### config.mk
export PLATFORM = sky130hd
export DESIGN_NAME = osc_edge_counter
export DESIGN_NICKNAME = d
export VERILOG_FILES = /design/src/rtl/osc_meter_pkg.sv /design/src/rtl/osc_edge_counter_sync_edge_det.sv /design/src/rtl/osc_edge_counter.sv
export SDC_FILE = /design/constraint.sdc
export NUM_CORES = 1
export LEC_CHECK = 0
export CAP_MARGIN = 10
export CELL_PAD_IN_SITES_DETAIL_PLACEMENT = 0
export CELL_PAD_IN_SITES_GLOBAL_PLACEMENT = 1
export CORE_ASPECT_RATIO = 0.5
export CORE_UTILIZATION = 44
export DETAILED_ROUTE_END_ITERATION = 10
export GPL_ROUTABILITY_DRIVEN = 0
export PLACE_DENSITY = 0.78
export SLEW_MARGIN = 20
export SYNTH_ARGS = -nofsm -noshare
export SYNTH_HDL_FRONTEND = slang
export SYNTH_SLANG_ARGS = --single-unit
### constraint.sdc
create_clock -name clk -period 2.2 [get_ports clk]
set_clock_uncertainty 0.05 [all_clocks]
set_input_delay 0.55 -clock clk [delete_from_list [all_inputs] [get_ports clk]]
set_output_delay 0.55 -clock clk [all_outputs]
set_load 0.05 [all_outputs]
### src/rtl/osc_meter_pkg.sv
// Shared types and sizing helpers for the oscillator edge-count measurement stages.
package osc_meter_pkg;

    typedef enum logic [1:0] {
        IDLE   = 2'd0,
        SETTLE = 2'd1,
        COUNT  = 2'd2,
        DONE   = 2'd3
    } state_t;

    localparam int SETTLE_CYCLES = 2;

    // Never narrower than 1 bit, so that the SETTLE phase can still count two cycles.
    function automatic int timer_width(input int window);
        int w;
        w = $clog2(window);
        return (w < 1) ? 1 : w;
    endfunction

endpackage

### src/rtl/osc_edge_counter_sync_edge_det.sv
// Two-flop synchroniser plus history flop; flags a rising edge of an input that is asynchronous to clk.
module sync_edge_det (
    input  logic clk,
    input  logic rst,
    input  logic inp,
    output logic rise
);

    logic s1, s2, s3;

    always_ff @(posedge clk) begin
        if (rst) begin
            s1 <= 1'b0;
            s2 <= 1'b0;
            s3 <= 1'b0;
        end else begin
            s1 <= inp;
            s2 <= s1;
            s3 <= s2;
        end
    end

    assign rise = s2 & ~s3;

endmodule

### src/rtl/osc_edge_counter.sv
// Counts rising edges of an oscillator output over a gate window of WINDOW clk cycles.
//   state  | meaning
//   IDLE   | waiting for start; result and ovf hold the last measurement
//   SETTLE | two cycles that flush the synchroniser; no counting
//   COUNT  | WINDOW cycles; each detected rise increments the saturating counter
//   DONE   | one cycle; valid pulses, result and ovf show the new measurement
module osc_edge_counter
    import osc_meter_pkg::*;
#(
    parameter int WINDOW = 1000,
    parameter int CNT_W  = 16
) (
    input  logic             clk,
    input  logic             rst,
    input  logic             inp,
    input  logic             start,
    output logic             busy,
    output logic [CNT_W-1:0] result,
    output logic             valid,
    output logic             ovf
);

    localparam int TW = timer_width(WINDOW);

    state_t            state, state_nxt;
    logic [TW-1:0]     timer;
    logic [CNT_W-1:0]  cnt, cnt_nxt;
    logic              sat, sat_nxt;
    logic              rise;
    logic              settle_last, count_last;

    sync_edge_det u_sync (
        .clk  (clk),
        .rst  (rst),
        .inp  (inp),
        .rise (rise)
    );

    assign settle_last = (timer == TW'(SETTLE_CYCLES - 1));
    assign count_last  = (timer == TW'(WINDOW - 1));

    always_ff @(posedge clk) begin
        if (rst) begin
            state <= IDLE;
        end else begin
            state <= state_nxt;
        end
    end

    always_comb begin
        state_nxt = state;
        case (state)
            IDLE:    if (start) state_nxt = SETTLE;
            SETTLE:  if (settle_last) state_nxt = COUNT;
            COUNT:   if (count_last) state_nxt = DONE;
            DONE:    state_nxt = IDLE;
            default: state_nxt = IDLE;
        endcase
    end

    always_comb begin
        busy  = (state == SETTLE) || (state == COUNT);
        valid = (state == DONE);
    end

    // A rise at the saturated value keeps the count and only raises the flag.
    always_comb begin
        cnt_nxt = cnt;
        sat_nxt = sat;
        if (rise) begin
            if (cnt == '1) begin
                sat_nxt = 1'b1;
            end else begin
                cnt_nxt = cnt + 1'b1;
            end
        end
    end

    // The final count is captured on the last COUNT edge so result is already valid during DONE.
    always_ff @(posedge clk) begin
        if (rst) begin
            timer  <= '0;
            cnt    <= '0;
            sat    <= 1'b0;
            result <= '0;
            ovf    <= 1'b0;
        end else begin
            case (state)
                IDLE: begin
                    timer <= '0;
                end
                SETTLE: begin
                    if (settle_last) begin
                        timer <= '0;
                        cnt   <= '0;
                        sat   <= 1'b0;
                    end else begin
                        timer <= timer + 1'b1;
                    end
                end
                COUNT: begin
                    timer <= timer + 1'b1;
                    cnt   <= cnt_nxt;
                    sat   <= sat_nxt;
                    if (count_last) begin
                        result <= cnt_nxt;
                        ovf    <= sat_nxt;
                    end
                end
                default: begin
                end
            endcase
        end
    end

endmodule

==> qor.json, run 1 <==
{
  "power.ir.vdd_worst": {"value": 0.920, "unit": "mV"},
  "pwr_dens": {"value": 762, "unit": "nW/um^2"},
  "cts_hold_repair.buffers": {"value": 0},
  "worst-path-max-fanout": {"value": 2},
  "drc": {"value": 0},
  "power_frac_comb": {"value": 0.286},
  "die_h": {"value": 56.0, "unit": "um"},
  "pwr-share-clk": {"value": 0.320},
  "placement_rows": {"value": 19},
  "drv_slew": {"value": 0},
  "grt_overflow": {"value": 0},
  "placement.cell_area": {"value": 2980, "unit": "um^2"},
  "final-setup-viol-count": {"value": 0},
  "yosysWarningCount": {"value": 0},
  "layout-area-overhead-vs-synth": {"value": 22.1, "unit": "%"},
  "clock-root-buffer": {"value": "sky130_fd_sc_hd__clkbuf_16"},
  "crit_buf_inv": {"value": 1},
  "timing.critical_path.to_type": {"value": "output pin"},
  "detail_route.first_pass.iterations": {"value": 8},
  "netlist.top_cell.by_area": {"value": "sky130_fd_sc_hd__dfxtp_1"},
  "synth.area.top_cells": {"value": "sky130_fd_sc_hd__dfxtp_1, sky130_fd_sc_hd__nor2_1, sky130_fd_sc_hd__ha_1"},
  "detailedRoute.firstIterationViolations": {"value": 102},
  "r2r-start": {"value": "cnt[0]$_SDFFE_PP0P_"},
  "maxSlewHeadroom": {"value": 0.663},
  "synth-edff-count": {"value": 0},
  "clockBufferDepth": {"value": 2},
  "synth.cell_area": {"value": 2560, "unit": "um^2"},
  "critPathRequiredTime": {"value": 1600, "unit": "ps"},
  "routed_wire_length_per_instance": {"value": 14.9, "unit": "um"},
  "ant_nets": {"value": 0},
  "pin_count_of_the_biggest_net_entering_global_routing": {"value": 44},
  "setup_tns": {"value": 0, "unit": "ps"},
  "switching_share": {"value": 0.320},
  "cts_max_level": {"value": 2},
  "max_freq": {"value": 490, "unit": "MHz"},
  "synth_area_per_cell": {"value": 8.86, "unit": "um^2"},
  "crit_path_max_incr_delay": {"value": 810, "unit": "ps"},
  "antenna_found_initial": {"value": 0},
  "critical_path_cell_by_cell": {"value": "clkdlybuf4s50_1"},
  "layout_min_cycle_time": {"value": 2040, "unit": "ps"},
  "design.final.nets": {"value": 335},
  "antennaDiodeCount": {"value": 0},
  "layout_worst_path_cycle_share": {"value": 0.927},
  "yosys.cell_types.count": {"value": 61},
  "initial_standard_cell_utilization_of_the_core": {"value": 0.462},
  "leakage": {"value": 1.09, "unit": "nW"},
  "synthMostInstantiatedCell": {"value": "sky130_fd_sc_hd__dfxtp_1"},
  "vias_in_the_first_global_route": {"value": 2162},
  "grt_use_total": {"value": 0.217},
  "die_width": {"value": 110, "unit": "um"},
  "setup_repair_after_global_routing_missed_its_margin": {"value": "no"},
  "worstSetupStartpointType": {"value": "flip-flop"},
  "worst_path_dominant_cell_family": {"value": "buffers and inverters"},
  "timing.rr.end": {"value": "result[5]$_SDFFE_PP0P_"},
  "tritoncts_num_sinks": {"value": 49},
  "fraction_of_post_synthesis_cell_area_in_the_top_cell_type_by_area": {"value": 0.383},
  "dp.final_hpwl": {"value": 4190, "unit": "um"},
  "ff2ff_setup_slack": {"value": 160, "unit": "ps"},
  "io_buffer_count": {"value": 22},
  "postSynthCellCount": {"value": 289},
  "count_of_vias_placed_by_the_detailed_router": {"value": 2240},
  "post_synth_most_frequent_cells": {"value": "sky130_fd_sc_hd__dfxtp_1, sky130_fd_sc_hd__nor2_1, sky130_fd_sc_hd__a21oi_1, sky130_fd_sc_hd__nand2_1, sky130_fd_sc_hd__nand3_1"},
  "max_slew.worst_pin.slew": {"value": 505, "unit": "ps"},
  "cap_violations": {"value": 0},
  "post_drt_via_cell_ratio": {"value": 5.64},
  "design_area": {"value": 3130, "unit": "um^2"},
  "design.die.area": {"value": 6150, "unit": "um^2"},
  "power.internal": {"value": 0.00162, "unit": "W"},
  "critical-path-slowest-cell": {"value": "sky130_fd_sc_hd__clkdlybuf4s50_1"},
  "timing.hold.worst_endpoint": {"value": "u_sync.s2$_SDFF_PP0_"},
  "seqPwrFrac": {"value": 0.394},
  "hold-path-cell-count": {"value": 1},
  "depth_of_the_worst_register_to_register_path": {"value": 6},
  "tritoncts": {"value": "built"},
  "mapped_nets": {"value": 301},
  "final_hold_violation_count": {"value": 0},
  "design.core.area": {"value": 5540, "unit": "um^2"},
  "ys.flop_type": {"value": "sky130_fd_sc_hd__dfxtp_1"},
  "synth-seq-cells": {"value": 49},
  "routed_wirelength": {"value": 5920, "unit": "um"},
  "timing.hold.ws": {"value": 387, "unit": "ps"},
  "worst_skew_pair.late_latency": {"value": 300, "unit": "ps"},
  "clk_transition_reported_paths": {"value": 70, "unit": "ps"},
  "critPathArrivalTime": {"value": 1440, "unit": "ps"},
  "power.switching": {"value": 0.000763, "unit": "W"},
  "synth_seq_area_share": {"value": 0.383},
  "cts-buffers-inserted": {"value": 5},
  "min_from": {"value": "u_sync.s1$_SDFF_PP0_"},
  "ffs_w_async_s_r_synth": {"value": 0},
  "outcome": {"value": "completed"},
  "final_layout_size_suffix_gt1_frac": {"value": 0.145},
  "ioPinCount": {"value": 23},
  "worst_hold_class": {"value": "flip-flop to flip-flop"},
  "worst-setup-path-type": {"value": "flip-flop to output pin"},
  "grt_pass1_wl": {"value": 10200, "unit": "um"}
}
[layer usage]
| metal | wire (um) | global-route usage | share of wire |
|---|---|---|---|
| met3 | 227 | 0.0562 | 0.038 |
| met2 | 2650 | 0.335 | 0.45 |
| met5 | 0 | 0 | 0 |
| met1 | 2990 | 0.302 | 0.51 |
| met4 | 51 | 0.0514 | 0.0086 |
[logic make-up after synthesis]
kind of cell,count (synthesis),share of synthesized area
AO/OA/AOI/OAI,74,0.213
adder cells (fa/ha/maj),8,0.0391
multiplexers,3,0.0117
XOR/XNOR,14,0.0479
AND/OR/NAND/NOR,119,0.268
flip-flops,49,0.383
buffers and inverters,22,0.0371
[worst max-delay path by stage]
stage / start / end / slack, ps / cells after the start
2_1_floorplan: state[0]$_SDFFE_PP0P_ / timer[3]$_SDFFE_PP0P_ / 90 / 7
3_3_place_gp: cnt[0]$_SDFFE_PP0P_ / result[5]$_SDFFE_PP0P_ / 230 / 6
3_5_place_dp: timer[0]$_SDFFE_PP0P_ / cnt[10]$_SDFFE_PP0P_ / 170 / 7
4_1_cts: result[6]$_SDFFE_PP0P_ / result[6] / 150 / 1
5_1_grt: state[0]$_SDFFE_PP0P_ / timer[4]$_SDFFE_PP0P_ / 20 / 7
6_report: result[6]$_SDFFE_PP0P_ / result[6] / 160 / 1
[placed cells by master, fill, tap and decap left out, types with 2 or more instances in the layout]
cell type and count:
sky130_fd_sc_hd__nor3_1 13, sky130_fd_sc_hd__buf_4 18, sky130_fd_sc_hd__a211oi_1 11, sky130_fd_sc_hd__dfxtp_1 49
sky130_fd_sc_hd__a41oi_1 4, sky130_fd_sc_hd__o211ai_1 4, sky130_fd_sc_hd__a21oi_1 18, sky130_fd_sc_hd__nor2_1 30
sky130_fd_sc_hd__ha_1 7, sky130_fd_sc_hd__inv_1 8, sky130_fd_sc_hd__nand3_1 18, sky130_fd_sc_hd__clkinv_2 2
sky130_fd_sc_hd__and4b_1 3, sky130_fd_sc_hd__xor2_1 7, sky130_fd_sc_hd__nand3b_1 3, sky130_fd_sc_hd__or3_1 4
sky130_fd_sc_hd__nor3_2 2, sky130_fd_sc_hd__mux2i_1 3, sky130_fd_sc_hd__a311oi_1 3, sky130_fd_sc_hd__o21ba_2 2
sky130_fd_sc_hd__nand2_1 18, sky130_fd_sc_hd__o21ai_0 5, sky130_fd_sc_hd__nor2b_1 4, sky130_fd_sc_hd__and3_1 4
sky130_fd_sc_hd__clkdlybuf4s50_1 20, sky130_fd_sc_hd__nand2b_1 2, sky130_fd_sc_hd__a31o_2 2, sky130_fd_sc_hd__nand4_1 3
sky130_fd_sc_hd__a21o_1 3, sky130_fd_sc_hd__xnor2_1 7, sky130_fd_sc_hd__clkbuf_16 5, sky130_fd_sc_hd__buf_12 3
sky130_fd_sc_hd__nor4_1 2, sky130_fd_sc_hd__a31oi_1 5, sky130_fd_sc_hd__o211a_1 3
[metrics by stage]
step | setup slack, ps | total power, W | instances | util
6_report | 161 | 0.00238 | 397 | 0.565
5_1_grt | 20.7 | 0.00250 | 397 | 0.565
4_1_cts | 154 | 0.00239 | 396 | 0.563
3_5_place_dp | 173 | 0.00163 | 388 | 0.538
3_3_place_gp | 228 | 0.00162 | 388 | 0.538
2_1_floorplan | 89.6 | 0.00138 | 289 | -
[final cells by class]
class	count	area, um^2
Fill cell	533	2410
Multi-Input combinational cell	218	1490
Sequential cell	49	981
Timing Repair Buffer	41	395
Clock buffer	5	125
Tap cell	73	91.3
Inverter	8	30.0
Clock inverter	3	17.5
[registers in the layout (all words and copies together) (netlist names)]
name / cells
cnt: 16
ovf: 1
result: 16
sat: 1
state: 2
timer: 10
u_sync.s1: 1
u_sync.s2: 1
u_sync.s3: 1
[timing repair]
item / in CTS / in global routing
buffers inserted: 0 / 1
endpoints found under the setup margin: 0 / 1
resized for setup: 0 / 0
[power by group through the flow]
stage          logic (W)  clock network [W]  registers [W]
2_1_floorplan   0.000427                  0       0.000952
3_3_place_gp    0.000663                  0       0.000956
3_5_place_dp    0.000673                  0       0.000958
4_1_cts         0.000677           0.000780       0.000938
5_1_grt         0.000741           0.000815       0.000942
6_report        0.000682           0.000763       0.000938
Power figures use the tool's default switching activity.
==> inputs of run 2 (changes only) <==
--- a/config.mk
+++ b/config.mk
@@ -9,11 +9,14 @@
 export CELL_PAD_IN_SITES_DETAIL_PLACEMENT = 0
 export CELL_PAD_IN_SITES_GLOBAL_PLACEMENT = 1
 export CORE_ASPECT_RATIO = 0.5
-export CORE_UTILIZATION = 44
+export CORE_UTILIZATION = 48
 export DETAILED_ROUTE_END_ITERATION = 10
+export DONT_BUFFER_PORTS = 1
 export GPL_ROUTABILITY_DRIVEN = 0
-export PLACE_DENSITY = 0.78
+export PLACE_DENSITY = 0.77
+export REMOVE_ABC_BUFFERS = 1
 export SLEW_MARGIN = 20
 export SYNTH_ARGS = -nofsm -noshare
 export SYNTH_HDL_FRONTEND = slang
 export SYNTH_SLANG_ARGS = --single-unit
+export TNS_END_PERCENT = 20
==> qor.json, run 2 (synthesis results as in run 1) <==
{
  "grt_pass1_wl": {"value": 9350, "unit": "um", "change": "was 10,200 um"},
  "post_drt_via_cell_ratio": {"value": 5.85, "change": "was 5.64"},
  "final_layout_size_suffix_gt1_frac": {"value": 0.152, "change": "was 0.145"},
  "regArea": {"value": 983, "unit": "um^2", "change": "was 981 um^2"},
  "crit_path_max_incr_delay": {"value": 590, "unit": "ps", "change": "was 810 ps"},
  "layout_worst_path_cycle_share": {"value": 0.905, "change": "was 0.927"},
  "critPathArrivalTime": {"value": 2170, "unit": "ps", "change": "was 1440 ps"},
  "worstSetupStartpointType": {"value": "flip-flop", "change": "unchanged"},
  "max_freq": {"value": 502, "unit": "MHz", "change": "was 490 MHz"},
  "die_width": {"value": 105, "unit": "um", "change": "was 110 um"},
  "antennaDiodeCount": {"value": 0, "change": "unchanged"},
  "maxSlewHeadroom": {"value": 0.652, "change": "was 0.663"},
  "layout_top_registers": {"value": "cnt: 16 flops, result: 16 flops, timer: 10 flops", "change": "unchanged"},
  "ff2ff_setup_slack": {"value": 210, "unit": "ps", "change": "was 160 ps"},
  "outcome": {"value": "completed", "change": "unchanged"},
  "cts_max_level": {"value": 2, "change": "unchanged"},
  "r2r-start": {"value": "cnt[0]$_SDFFE_PP0P_", "change": "unchanged"},
  "clock-root-buffer": {"value": "sky130_fd_sc_hd__clkbuf_8", "change": "was sky130_fd_sc_hd__clkbuf_16"},
  "timing.hold.worst_endpoint": {"value": "result[11]$_SDFFE_PP0P_", "change": "was u_sync.s2$_SDFF_PP0_"},
  "design.die.area": {"value": 5650, "unit": "um^2", "change": "was 6150 um^2"},
  "filler_cell_count": {"value": 464, "change": "was 533"},
  "post-cts-setup-buffer-count": {"value": 0, "change": "unchanged"},
  "vias_in_the_first_global_route": {"value": 1996, "change": "was 2,162"},
  "tritoncts": {"value": "built", "change": "unchanged"},
  "clockBufferDepth": {"value": 2, "change": "unchanged"},
  "timing.critical_path.to_type": {"value": "flip-flop", "change": "was output pin"},
  "mostFrequentLayoutCell": {"value": "sky130_fd_sc_hd__dfxtp_1", "change": "unchanged"},
  "grt_use_total": {"value": 0.219, "change": "was 0.217"},
  "crit_buf_inv": {"value": 0, "change": "was 1"},
  "drv_slew": {"value": 0, "change": "unchanged"},
  "tritoncts_num_sinks": {"value": 49, "change": "unchanged"},
  "routed_wire_length_per_instance": {"value": 15.2, "unit": "um", "change": "was 14.9 um"},
  "critical_path_cell_by_cell": {"value": "ha_1 -> nand3_1 -> or4_4 -> and3_4 -> xnor2_1 -> a211oi_1", "change": "was clkdlybuf4s50_1"},
  "final-setup-viol-count": {"value": 0, "change": "unchanged"},
  "ant_nets": {"value": 0, "change": "unchanged"},
  "initial_standard_cell_utilization_of_the_core": {"value": 0.510, "change": "was 0.462"},
  "setup_repair_after_global_routing_missed_its_margin": {"value": "no", "change": "unchanged"},
  "totalPowerFinal": {"value": 0.00205, "unit": "W", "change": "was 0.00238 W"},
  "placement_rows": {"value": 18, "change": "was 19"},
  "pin_count_of_the_biggest_net_entering_global_routing": {"value": 45, "change": "was 44"},
  "detail_route.first_pass.iterations": {"value": 4, "change": "was 8"},
  "power.ir.vdd_worst": {"value": 0.405, "unit": "mV", "change": "was 0.920 mV"},
  "critPathRequiredTime": {"value": 2380, "unit": "ps", "change": "was 1600 ps"},
  "pwr_dens": {"value": 724, "unit": "nW/um^2", "change": "was 762 nW/um^2"},
  "hold-path-cell-count": {"value": 1, "change": "unchanged"},
  "io_buffer_count": {"value": 0, "change": "was 22"},
  "cap_violations": {"value": 0, "change": "unchanged"},
  "leakage": {"value": 0.981, "unit": "nW", "change": "was 1.09 nW"},
  "worst_skew_pair.late_latency": {"value": 310, "unit": "ps", "change": "was 300 ps"},
  "drc": {"value": 0, "change": "unchanged"},
  "cts-buffers-inserted": {"value": 5, "change": "unchanged"},
  "ioPinCount": {"value": 23, "change": "unchanged"},
  "worst_hold_class": {"value": "input port to flip-flop", "change": "was flip-flop to flip-flop"},
  "timing.rr.end": {"value": "result[5]$_SDFFE_PP0P_", "change": "unchanged"},
  "design.final.nets": {"value": 313, "change": "was 335"},
  "max_slew.worst_pin.slew": {"value": 521, "unit": "ps", "change": "was 505 ps"},
  "depth_of_the_worst_register_to_register_path": {"value": 6, "change": "unchanged"},
  "design.core.area": {"value": 5020, "unit": "um^2", "change": "was 5540 um^2"},
  "critical-path-slowest-cell": {"value": "sky130_fd_sc_hd__or4_4", "change": "was sky130_fd_sc_hd__clkdlybuf4s50_1"},
  "min_from": {"value": "rst", "change": "was u_sync.s1$_SDFF_PP0_"},
  "worst-path-max-fanout": {"value": 6, "change": "was 2"},
  "routed_wirelength": {"value": 5660, "unit": "um", "change": "was 5920 um"},
  "count_of_vias_placed_by_the_detailed_router": {"value": 2178, "change": "was 2,240"},
  "clk_transition_reported_paths": {"value": 90, "unit": "ps", "change": "was 70 ps"},
  "detailedRoute.firstIterationViolations": {"value": 96, "change": "was 102"},
  "final_hold_violation_count": {"value": 0, "change": "unchanged"},
  "layout-area-overhead-vs-synth": {"value": 10.4, "unit": "%", "change": "was 22.1%"},
  "worst_path_dominant_cell_family": {"value": "simple AND/OR/NAND/NOR gates", "change": "was buffers and inverters"},
  "most-common-layout-cells": {"value": "sky130_fd_sc_hd__dfxtp_1, sky130_fd_sc_hd__nor2_1", "change": "was sky130_fd_sc_hd__dfxtp_1, sky130_fd_sc_hd__nor2_1, sky130_fd_sc_hd__clkdlybuf4s50_1"},
  "antenna_found_initial": {"value": 0, "change": "unchanged"},
  "die_h": {"value": 53.7, "unit": "um", "change": "was 56.0 um"},
  "worst-setup-path-type": {"value": "flip-flop to flip-flop", "change": "was flip-flop to output pin"},
  "dp.final_hpwl": {"value": 3940, "unit": "um", "change": "was 4190 um"},
  "grt_overflow": {"value": 0, "change": "unchanged"},
  "multiInputGateArea": {"value": 1490, "unit": "um^2", "change": "unchanged"},
  "timing.hold.ws": {"value": 251, "unit": "ps", "change": "was 387 ps"},
  "layout_min_cycle_time": {"value": 1990, "unit": "ps", "change": "was 2040 ps"}
}
==> run 2: cell types whose count changed in the layout (fill, tap and decap cells not counted) <==
cell / previous run / this run
sky130_fd_sc_hd__buf_12: 3 / 1
sky130_fd_sc_hd__clkbuf_1: 0 / 1
sky130_fd_sc_hd__clkbuf_16: 5 / 0
sky130_fd_sc_hd__clkbuf_8: 0 / 5
sky130_fd_sc_hd__clkdlybuf4s50_1: 20 / 0
sky130_fd_sc_hd__clkinvlp_4: 1 / 0
sky130_fd_sc_hd__dfxtp_1: 49 / 47
sky130_fd_sc_hd__dfxtp_2: 0 / 2
sky130_fd_sc_hd__ha_1: 7 / 8
sky130_fd_sc_hd__ha_2: 1 / 0
sky130_fd_sc_hd__nor2_1: 30 / 29
sky130_fd_sc_hd__nor2_2: 0 / 1
==> run 2: area by class of cell <==
| cell class | instances | area share |
|---|---|---|
| clock buffers | 6 | 0.0257 |
| multi-input cells | 218 | 0.526 |
| clock inverters | 2 | 0.00354 |
| well taps | 70 | 0.0310 |
| inverters | 8 | 0.0106 |
| flip-flops and latches | 49 | 0.348 |
| repair buffers | 19 | 0.0549 |
==> run 2: worst max path at each step <==
stage / start / endpoint / slack (ps) / depth (start not counted)
after floorplan: state[0]$_SDFFE_PP0P_ / timer[3]$_SDFFE_PP0P_ / -30 / 7
after global placement: cnt[0]$_SDFFE_PP0P_ / result[5]$_SDFFE_PP0P_ / 230 / 6
after detailed placement: cnt[0]$_SDFFE_PP0P_ / result[5]$_SDFFE_PP0P_ / 170 / 6
after CTS: cnt[0]$_SDFFE_PP0P_ / result[5]$_SDFFE_PP0P_ / 140 / 6
after global routing: timer[0]$_SDFFE_PP0P_ / cnt[10]$_SDFFE_PP0P_ / 20 / 7
final: cnt[0]$_SDFFE_PP0P_ / result[5]$_SDFFE_PP0P_ / 210 / 6
==> run 2: stage by stage <==
step	cells	utilization	TNS, ps	area [um^2]	worst slack, ps
floorplan	275	-	-68.1	2500	-34.1
global placement	364	0.546	0	2740	231
global route	372	0.563	0	2830	18.7
CTS	372	0.562	0	2820	143
finish	372	0.563	0	2830	209
detailed placement	364	0.546	0	2740	166
==> run 2: worst reg2reg max path: stages (launching register included) <==
cell,delay (ps)
sky130_fd_sc_hd__dfxtp_2,380
sky130_fd_sc_hd__ha_1,200
sky130_fd_sc_hd__nand3_1,130
sky130_fd_sc_hd__or4_4,590
sky130_fd_sc_hd__and3_4,220
sky130_fd_sc_hd__xnor2_1,120
sky130_fd_sc_hd__a211oi_1,210
==> run 2: repair_timing <==
| item | 4_1_cts | 5_1_grt |
|---|---|---|
| resized for setup | 0 | 2 |
| hold buffers | 0 | 0 |
| endpoints found under the setup margin | 0 | 2 |
==> run 2: per-layer routing <==
metal	share of wire	wire, um	track usage
met4	0.012	68	0.0775
met2	0.45	2570	0.388
met1	0.49	2800	0.264
met3	0.040	228	0.0593
met5	0	0	0
==> run 2: power by group <==
group	switching (W)	internal [W]	total (W)
registers	0.0000283	0.000909	0.000938
clock network	0.000306	0.000221	0.000527
logic	0.000360	0.000222	0.000582
